File: src/rtl/pc_pkg.sv
// rtl/pc_pkg.sv - shared types, default vectors and alignment helper for the fetch program counter
// Optional feature macro used by importers: PC_RAS_EN (return-address stack).
package pc_pkg;

    typedef enum logic [1:0] {
        BOOT = 2'd0,
        RUN  = 2'd1,
        TRAP = 2'd2
    } pc_state_e;

    localparam logic [31:0] DEFAULT_RESET_VECTOR = 32'd100;
    localparam logic [31:0] DEFAULT_TRAP_VECTOR  = 32'h180;

    // Widest address the alignment helper accepts; callers zero-extend into it.
    localparam int unsigned PC_MAX_W = 64;

    // True when addr is a multiple of inst_bytes (inst_bytes must be a power of two).
    function automatic logic align_ok(input logic [PC_MAX_W-1:0] addr,
                                      input int unsigned         inst_bytes);
        logic [PC_MAX_W-1:0] mask;
        mask = PC_MAX_W'(inst_bytes) - PC_MAX_W'(1);
        return (addr & mask) == '0;
    endfunction

endpackage

File: src/rtl/pc_ras.sv
// rtl/pc_ras.sv - circular return-address stack with push, pop, replace and flush
// Ports:
//   clock, reset_n      clock and asynchronous active-low reset
//   push, pop, flush    stack operations (push+pop on a non-empty stack replaces the top)
//   push_data           return address written on push / replace
//   top                 current top-of-stack entry
//   empty, full         occupancy flags
module pc_ras #(
    parameter int unsigned RAS_DEPTH = 4,
    parameter int unsigned PC_WIDTH  = 32
) (
    input  logic                clock,
    input  logic                reset_n,
    input  logic                push,
    input  logic                pop,
    input  logic                flush,
    input  logic [PC_WIDTH-1:0] push_data,
    output logic [PC_WIDTH-1:0] top,
    output logic                empty,
    output logic                full
);

    localparam int unsigned PTR_W = (RAS_DEPTH > 1) ? $clog2(RAS_DEPTH) : 1;
    localparam int unsigned CNT_W = $clog2(RAS_DEPTH + 1);

    logic [PC_WIDTH-1:0] mem [RAS_DEPTH];
    logic [PTR_W-1:0]    ptr;
    logic [PTR_W-1:0]    ptr_inc;
    logic [PTR_W-1:0]    ptr_dec;
    logic [CNT_W-1:0]    count;
    logic                do_replace;
    logic                do_push;
    logic                do_pop;

    assign empty = (count == '0);
    assign full  = (count == CNT_W'(RAS_DEPTH));
    assign top   = mem[ptr];

    // Pointer wraps explicitly so non-power-of-two depths stay circular.
    assign ptr_inc = (ptr == PTR_W'(RAS_DEPTH - 1)) ? '0 : ptr + 1'b1;
    assign ptr_dec = (ptr == '0) ? PTR_W'(RAS_DEPTH - 1) : ptr - 1'b1;

    assign do_replace = push && pop && !empty;
    assign do_push    = push && !do_replace;
    assign do_pop     = pop && !push && !empty;

    always_ff @(posedge clock or negedge reset_n) begin
        if (!reset_n) begin
            ptr   <= '0;
            count <= '0;
        end else if (flush) begin
            count <= '0;
        end else if (do_push) begin
            // When full the pointer still advances, overwriting the oldest entry.
            ptr <= ptr_inc;
            if (!full) begin
                count <= count + 1'b1;
            end
        end else if (do_pop) begin
            ptr   <= ptr_dec;
            count <= count - 1'b1;
        end
    end

    always_ff @(posedge clock) begin
        if (!flush) begin
            if (do_replace) begin
                mem[ptr] <= push_data;
            end else if (do_push) begin
                mem[ptr_inc] <= push_data;
            end
        end
    end

endmodule

File: src/rtl/pc_gen.sv
// rtl/pc_gen.sv - fetch-stage program counter with redirect, trap/eret and optional return-address stack
// Optional feature: define PC_RAS_EN to build the return-address stack.
// Ports:
//   clock, reset_n      clock and asynchronous active-low reset
//   stall               hold pc
//   redirect_valid/_target  resolved taken branch/jump; misaligned target traps
//   eret                return from trap to epc
//   ras_push, ras_pop   predicted call/return at current pc (stack builds only)
//   pc, pc_plus         fetch address and pc + INST_BYTES
//   fetch_valid         pc is a real fetch
//   in_trap             executing in the trap handler
//   epc                 misaligned target captured on trap entry
//   ras_underflow       one-cycle pulse on pop of an empty stack
module pc_gen
    import pc_pkg::*;
#(
    parameter int unsigned         PC_WIDTH     = 32,
    parameter logic [PC_WIDTH-1:0] RESET_VECTOR = PC_WIDTH'(DEFAULT_RESET_VECTOR),
    parameter logic [PC_WIDTH-1:0] TRAP_VECTOR  = PC_WIDTH'(DEFAULT_TRAP_VECTOR),
    parameter int unsigned         INST_BYTES   = 4,
    parameter int unsigned         RAS_DEPTH    = 4
) (
    input  logic                clock,
    input  logic                reset_n,
    input  logic                stall,
    input  logic                redirect_valid,
    input  logic [PC_WIDTH-1:0] redirect_target,
    input  logic                eret,
    input  logic                ras_push,
    input  logic                ras_pop,
    output logic [PC_WIDTH-1:0] pc,
    output logic [PC_WIDTH-1:0] pc_plus,
    output logic                fetch_valid,
    output logic                in_trap,
    output logic [PC_WIDTH-1:0] epc,
    output logic                ras_underflow
);

    pc_state_e           state;
    pc_state_e           state_n;
    logic [PC_WIDTH-1:0] pc_n;
    logic [PC_WIDTH-1:0] epc_n;
    logic                underflow_n;
    logic                target_aligned;
    logic                ras_push_en;
    logic                ras_pop_en;
    logic                ras_flush;
    logic [PC_WIDTH-1:0] ras_top;
    logic                ras_empty;

    assign pc_plus        = pc + PC_WIDTH'(INST_BYTES);
    assign target_aligned = align_ok(PC_MAX_W'(redirect_target), INST_BYTES);

`ifdef PC_RAS_EN
    logic ras_full;
    logic unused_ras_full;

    assign unused_ras_full = ras_full;

    pc_ras #(
        .RAS_DEPTH (RAS_DEPTH),
        .PC_WIDTH  (PC_WIDTH)
    ) u_ras (
        .clock     (clock),
        .reset_n   (reset_n),
        .push      (ras_push_en),
        .pop       (ras_pop_en),
        .flush     (ras_flush),
        .push_data (pc_plus),
        .top       (ras_top),
        .empty     (ras_empty),
        .full      (ras_full)
    );
`else
    localparam int unsigned unused_ras_depth = RAS_DEPTH;
    logic unused_ras_inputs;

    assign unused_ras_inputs = &{1'b0, ras_push, ras_pop, ras_push_en, ras_pop_en, ras_flush};
    assign ras_top           = '0;
    assign ras_empty         = 1'b1;
`endif

    always_ff @(posedge clock or negedge reset_n) begin
        if (!reset_n) begin
            state         <= BOOT;
            pc            <= RESET_VECTOR;
            epc           <= '0;
            fetch_valid   <= 1'b0;
            in_trap       <= 1'b0;
            ras_underflow <= 1'b0;
        end else begin
            state         <= state_n;
            pc            <= pc_n;
            epc           <= epc_n;
            fetch_valid   <= (state_n != BOOT);
            in_trap       <= (state_n == TRAP);
            ras_underflow <= underflow_n;
        end
    end

    always_comb begin
        state_n     = state;
        pc_n        = pc;
        epc_n       = epc;
        underflow_n = 1'b0;
        ras_push_en = 1'b0;
        ras_pop_en  = 1'b0;
        ras_flush   = 1'b0;

        case (state)
            BOOT: begin
                // First fetch is the reset vector itself, so pc does not move here.
                state_n = RUN;
            end
            RUN, TRAP: begin
                if (redirect_valid) begin
                    ras_flush = 1'b1;
                    if (!target_aligned) begin
                        epc_n   = redirect_target;
                        pc_n    = TRAP_VECTOR;
                        state_n = TRAP;
                    end else begin
                        pc_n = redirect_target;
                    end
                end else if (eret && (state == TRAP)) begin
                    pc_n    = epc;
                    state_n = RUN;
                end else if (stall) begin
                    pc_n = pc;
                end else begin
                    pc_n = pc_plus;
`ifdef PC_RAS_EN
                    ras_push_en = ras_push;
                    if (ras_pop) begin
                        if (ras_empty) begin
                            underflow_n = 1'b1;
                        end else begin
                            pc_n       = ras_top;
                            ras_pop_en = 1'b1;
                        end
                    end
`endif
                end
            end
            default: begin
                state_n = BOOT;
            end
        endcase
    end

endmodule

File: config.mk
export PLATFORM = sky130hd
export DESIGN_NAME = pc_gen
export DESIGN_NICKNAME = d
export VERILOG_FILES = /design/src/rtl/pc_pkg.sv /design/src/rtl/pc_ras.sv /design/src/rtl/pc_gen.sv
export SDC_FILE = /design/constraint.sdc
export NUM_CORES = 1
export LEC_CHECK = 0
export ABC_AREA = 1
export CAP_MARGIN = 20
export CORE_MARGIN = 3
export CORE_UTILIZATION = 45
export CTS_BUF_LIST = sky130_fd_sc_hd__clkbuf_4
export DETAILED_ROUTE_END_ITERATION = 16
export HOLD_SLACK_MARGIN = 0.15
export PLACE_DENSITY = 0.81
export SYNTH_ARGS = -nofsm -noshare
export SYNTH_HDL_FRONTEND = slang
export SYNTH_HIERARCHICAL = 1
export SYNTH_SLANG_ARGS = --single-unit
File: constraint.sdc
create_clock -name clock -period 3.97 [get_ports clock]
set_clock_uncertainty 0.15 [all_clocks]
set_input_delay 0.5955 -clock clock [delete_from_list [all_inputs] [get_ports clock]]
set_output_delay 0.5955 -clock clock [all_outputs]
set_load 0.01 [all_outputs]
==> flow_summary.json, run 1 <==
{
  "slew_violations": 0,
  "vias": 4035,
  "hold_violations": 0,
  "postLayoutCoreUtil_pct": 66.1,
  "clk_pin_slew_ns": 0.12,
  "netlist_instances": 539,
  "start_util_pct": 47.4,
  "cts_tree": "built",
  "place.gp.congestion": 0.885,
  "layout_min_cycle_time_ns": 3.35,
  "grt_max_degree": 47,
  "antenna_found_initial": 0,
  "avgRoutedWirePerCell_um": 15.5,
  "rsz0062_at_grt": "no",
  "drc": 0,
  "async_reset_ff_share_pct": 100,
  "num_rows": 33,
  "grt_use_total_pct": 24.2,
  "wirelength_um": 12000,
  "p_leak_nw": 2.55,
  "cap_violations": 0,
  "ys_types": 30,
  "required_ns": 3.22,
  "yosys_most_used_dff": "dfrtp_1",
  "io_buffers": 134,
  "fin_cells": 777,
  "clockRootBuffer": "clkbuf_4",
  "tightest_slew_ns": 0.988,
  "stdcell_area_um2": 5540,
  "seq_area_frac_synth_pct": 42.9,
  "hpwlAfterDp_um": 9040,
  "crit_buf_inv": 2,
  "grt_pass1_wl_um": 19300,
  "hold_class": "reg2reg",
  "htreeDepth": 3,
  "clock_sinks": 68,
  "cp_cell_sequence": "ha_1 -> nand3_1 -> nor2_1 -> nand2_1 -> inv_1 -> nand3_1 -> nand2_1 -> clkdlybuf4s50_1",
  "ios": 138,
  "critPathSlowestCell": "dfstp_2",
  "finalNetCount": 710,
  "setup_viol": 0,
  "syn_area_um2": 3970,
  "die-height_um": 99.9,
  "ys_ff_latch": 68,
  "antenna_left": 0,
  "cts_buffers": 9,
  "yosys_warnings": 6,
  "dp_cells": 759,
  "avgSynthCellArea_um2": 7.37,
  "synth_enable_flop_cells": 0,
  "fmax_ghz": 0.299,
  "clkLatencyLatePin_ns": 0.40,
  "antenna_cells": 0,
  "status": "completed",
  "cts_resized": 0,
  "cp_max_fo": 3,
  "area_growth_pct": 39.5,
  "overflow": 0,
  "die_w_um": 99.9,
  "core_area_um2": 8380,
  "cts_buffer_depth": 2,
  "p_per_area_nw_per_um2": 821,
  "vias_per_cell": 5.19,
  "drtIter0Drc": 303,
  "irDropWorstVdd_uv": 359,
  "fin_crit_sh_pct": 84.4,
  "start_kind": "register",
  "cp-end-kind": "primary output",
  "grt_pass1_vias": 3899,
  "drive_gt1_share_pct": 7.14,
  "critPathKind": "reg2out",
  "synth_fp_nets": 582,
  "crit_family": "simple AND/OR/NAND/NOR gates",
  "dpl-instance-area_um2": 5380,
  "fin_setup_tns_ns": 0,
  "max_slew_margin_pct": 34.1,
  "fillers": 702,
  "max_stage_delay_ns": 0.57,
  "firstDrtPassIters": 5,
  "design.die.area_um2": 9990,
  "cp.arrival_ns": 2.60
}
## state kept, by name (all words and copies together) (netlist names)
name / cells
state: 2
fetch_valid: 1
epc: 32
in_trap: 1
pc: 32
## worst paths after layout
check                          from     endpoint  slack [ns]  cells past startpoint
max in group asynchronous   reset_n        pc[2]        2.47                      3
min in group asynchronous   reset_n        pc[7]        0.49                      2
hold reg to reg              epc[1]       epc[1]        0.38                      2
setup / recovery              pc[2]  pc_plus[28]        0.62                      8
hold / removal               epc[1]       epc[1]        0.38                      2
setup reg to reg           state[0]        pc[5]        1.50                      9
## tightest hold or removal path, delay by kind of cell (launching register included)
family             cells  cell delay (ns)
AOI/OAI and AO/OA      1             0.06
DFF                    1             0.38
and+or+nand+nor        1             0.06
## through the flow
stage               hold WS [ns]  worst slack, ns  power [mW]
floorplan                  0.150             1.80        2.67
global placement           0.343             1.04        4.01
detailed placement         0.349             1.03        4.09
CTS                        0.231            0.611        4.55
global route               0.401            0.482        4.88
finish                     0.381            0.621        4.55
## cell usage after synthesis (2+ instances only)
cell,instances,area (um^2)
buf_2,10,50.1
xor2_1,6,52.6
nand2_2,2,12.5
nor2_2,3,18.8
ha_1,4,50.1
a21oi_1,29,145
o21ai_0,39,195
inv_1,52,195
and2_1,2,12.5
nor2_4,6,67.6
buf_4,3,22.5
nand3_1,9,45.0
a22oi_1,3,22.5
dfstp_2,3,78.8
clkbuf_1,12,45.0
xnor2_1,5,43.8
dfrtp_1,65,1630
mux2_2,2,22.5
nand2_1,154,578
xor2_2,4,65.1
nand3b_1,9,67.6
nor2_1,86,323
a211oi_1,24,180
## cell usage in the layout (no fill, tap or decap), types with 3 or more instances in the layout
cell,count
dfrtp_1,65
ha_1,4
a21oi_1,28
xor2_1,6
clkbuf_4,12
inv_1,52
xor2_2,4
o21ai_0,39
xnor2_1,5
dfstp_2,3
nor2_2,4
nand3_1,8
nor2_1,85
a211oi_1,24
nand2_1,154
clkdlybuf4s50_1,133
buf_4,6
nor2_4,6
nand3b_1,9
a22oi_1,3
## report_power, final
group	internal (mW)	total (mW)	switching (mW)	leakage, nW
Clock	0.209	0.455	0.246	0.0764
Combinational	1.30	2.65	1.34	1.65
Sequential	1.05	1.45	0.402	0.820
Total	2.56	4.55	1.99	2.55
## cell families after synthesis
group	count (synthesis)	share of synthesized area (%)
adder cells (fa/ha/maj)	4	1.26
XOR/XNOR	15	4.06
buffers and inverters	77	7.88
other	1	0.0944
multiplexers	2	0.567
AO/OA/AOI/OAI	97	14.0
flip-flops	68	42.9
AND/OR/NAND/NOR	275	29.2
## cell type report
cell class / count / area [um^2] / share of cell area [%]
multi-input combinational: 394 / 1960 / 35.5
timing repair buffer: 142 / 1410 / 25.5
clock buffer: 12 / 90.1 / 1.63
sequential: 68 / 1710 / 30.8
inverter: 52 / 195 / 3.52
tap: 105 / 131 / 2.37
clock inverter: 4 / 42.5 / 0.768
## layer usage
metal  vias up  GRT usage, %  routed length (um)
met5         -             0                   0
met4         0          9.66                 312
met3        24          2.85                 695
met2       171          38.1                5750
met1      1880          34.2                5280
li1       1960             -                   -
## timing repair
action	4_1_cts	5_1_grt
buffers inserted	0	0
endpoints found under the hold margin	0	13
endpoints found under the setup margin	0	0
hold buffers	0	1
(Power assumes the default switching activity.)
==> run 2, diff against run 1 <==
--- a/config.mk
+++ b/config.mk
@@ -8,7 +8,7 @@
 export ABC_AREA = 1
 export CAP_MARGIN = 20
 export CORE_MARGIN = 3
-export CORE_UTILIZATION = 45
+export CORE_UTILIZATION = 43
 export CTS_BUF_LIST = sky130_fd_sc_hd__clkbuf_4
 export DETAILED_ROUTE_END_ITERATION = 16
 export HOLD_SLACK_MARGIN = 0.15
==> constraint.sdc (replaced) <==
create_clock -name clock -period 2.8 [get_ports clock]
set_clock_uncertainty 0.15 [all_clocks]
set_input_delay 0.42 -clock clock [delete_from_list [all_inputs] [get_ports clock]]
set_output_delay 0.42 -clock clock [all_outputs]
set_load 0.01 [all_outputs]
==> run 2 against run 1 <==
Register-to-register slack got worse by 0.78 ns. Largest power group unchanged. Core utilization down 1.1 points. Setup slack lost 0.52 ns. Total power up 43%. Via count grew 5.3%. Critical path depth unchanged. Clock-buffer cell count grew 1. Wire length up 5.1%. Non-clock buffer count up 17. Combinational power grew 42%. Largest cell class unchanged.
==> flow_summary.json, run 2 (synthesis gave the netlist of run 1 again) <==
{
  "vias_per_cell": 5.33,
  "antenna_cells": 0,
  "hpwlAfterDp_um": 8960,
  "grt_pass1_wl_um": 19800,
  "dpl-instance-area_um2": 5440,
  "wirelength_um": 12700,
  "fin_cells": 797,
  "stdcell_area_um2": 5750,
  "tightest_slew_ns": 0.513,
  "drc": 0,
  "place.gp.congestion": 0.916,
  "cp-end-kind": "primary output",
  "cts_buffer_depth": 2,
  "start_kind": "register",
  "switchingPower_mw": 2.91,
  "htreeDepth": 3,
  "hold_violations": 0,
  "clkPwrFrac_pct": 10.2,
  "final_common_cell": "nand2_1",
  "drive_gt1_share_pct": 13.4,
  "cp_max_fo": 4,
  "setup_viol": 0,
  "finalNetCount": 727,
  "layout_min_cycle_time_ns": 2.69,
  "die-height_um": 102,
  "grt_max_degree": 69,
  "p_per_area_nw_per_um2": 1130,
  "layout_common_cells": "150 x nand2_1, 107 x clkdlybuf4s50_1, 82 x nor2_1",
  "p_comb_share_pct": 57.8,
  "fin_setup_tns_ns": 0,
  "cts_tree": "built",
  "required_ns": 2.23,
  "clockRootBuffer": "clkbuf_4",
  "irDropWorstVdd_uv": 407,
  "antenna_found_initial": 0,
  "power.internal_mw": 3.62,
  "avgRoutedWirePerCell_um": 15.9,
  "clkLatencyLatePin_ns": 0.42,
  "firstDrtPassIters": 7,
  "grt_pass1_vias": 3958,
  "top_regs": "epc (32), pc (32), state (2)",
  "ios": 138,
  "drtIter0Drc": 321,
  "fin_crit_sh_pct": 96.2,
  "fmax_ghz": 0.371,
  "multi_input_area_um2": 2060,
  "grt_use_total_pct": 24.3,
  "core_area_um2": 8850,
  "cap_violations": 0,
  "max_slew_margin_pct": 65.6,
  "hold_class": "in2async",
  "start_util_pct": 44.9,
  "cts_buffers": 9,
  "clk_pin_slew_ns": 0.11,
  "area_growth_pct": 44.9,
  "p_sw_share_pct": 44.6,
  "regArea_um2": 1710,
  "slew_violations": 0,
  "vias": 4249,
  "die_w_um": 102,
  "p_leak_nw": 2.72,
  "num_rows": 34,
  "critPathKind": "reg2out",
  "status": "completed",
  "dp_cells": 766,
  "cp.arrival_ns": 2.12,
  "clock_sinks": 68,
  "design.die.area_um2": 10400,
  "fillers": 743,
  "antenna_left": 0,
  "io_buffers": 134,
  "overflow": 0,
  "seqPwrFrac_pct": 32.0
}
## run 2: cell count changes in the layout (fill, tap and decap cells not counted), moves of 4 or more
cell / before / now
buf_4: 6 / 21
clkdlybuf4s50_1: 133 / 107
dfrtp_1: 65 / 58
dfrtp_2: 0 / 7
dlygate4sd2_1: 0 / 14
dlymetal6s2s_1: 0 / 4
nand2_1: 154 / 150
## run 2: layout make-up
class	count	share of cell area (%)
Multi-Input combinational cell	394	35.7
Clock inverter	3	0.674
Clock buffer	13	1.70
Sequential cell	68	29.8
Timing Repair Buffer	159	26.4
Tap cell	108	2.35
Inverter	52	3.39
## run 2: per-stage QoR
step                hold WS [ns]  util, %  power, mW  worst slack (ns)
global placement           0.318     61.4       5.72             0.193
global route               0.390     65.0       6.99          -0.00923
CTS                        0.379     64.1       6.46           -0.0520
detailed placement         0.323     61.4       5.84             0.133
finish                     0.363     65.0       6.52             0.105
floorplan                -0.0256        -       3.78             0.804
## run 2: power by group through the flow
stage / combinational, mW / clock (mW) / sequential [mW]
floorplan: 1.62 / 0 / 2.15
global placement: 3.70 / 0 / 2.02
detailed placement: 3.78 / 0 / 2.06
CTS: 3.73 / 0.680 / 2.05
global route: 4.10 / 0.727 / 2.16
finish: 3.77 / 0.665 / 2.09
## run 2: path summary, 6_finish.rpt
| kind | start | endpoint | slack [ns] | cells after the start |
|---|---|---|---|---|
| hold reg to reg | epc[27] | epc[27] | 0.38 | 2 |
| min in group clock | epc[27] | epc[27] | 0.38 | 2 |
| max in group asynchronous | reset_n | pc[5] | 1.78 | 3 |
| setup reg to reg | state[1] | pc[6] | 0.72 | 8 |
| setup / recovery | pc[2] | pc_plus[25] | 0.11 | 8 |
| hold / removal | reset_n | pc[23] | 0.36 | 3 |
## run 2: repair_timing
action                     4_1_cts  5_1_grt
setup endpoints to repair       24       16
hold endpoints to repair        65        0
pin swaps                        5        5
resized for setup               40       30
buffers inserted                 9        5
hold buffers                     1        0
## run 2: metal layers
| metal | global-route usage (%) | routed length (um) | vias to the layer above |
|---|---|---|---|
| li1 | - | - | 1997 |
| met1 | 32.8 | 5260 | 2019 |
| met2 | 38.0 | 6070 | 189 |
| met3 | 4.10 | 855 | 44 |
| met4 | 11.7 | 467 | 0 |
| met5 | 0 | 0 | - |
## run 2: critical path: stages (launching register included)
cell	delay (ns)
dfstp_2	0.60
inv_2	0.08
nor2_4	0.17
nand2_4	0.11
nor2_4	0.14
buf_4	0.14
nand3b_1	0.08
nand2_1	0.13
clkdlybuf4s15_1	0.25
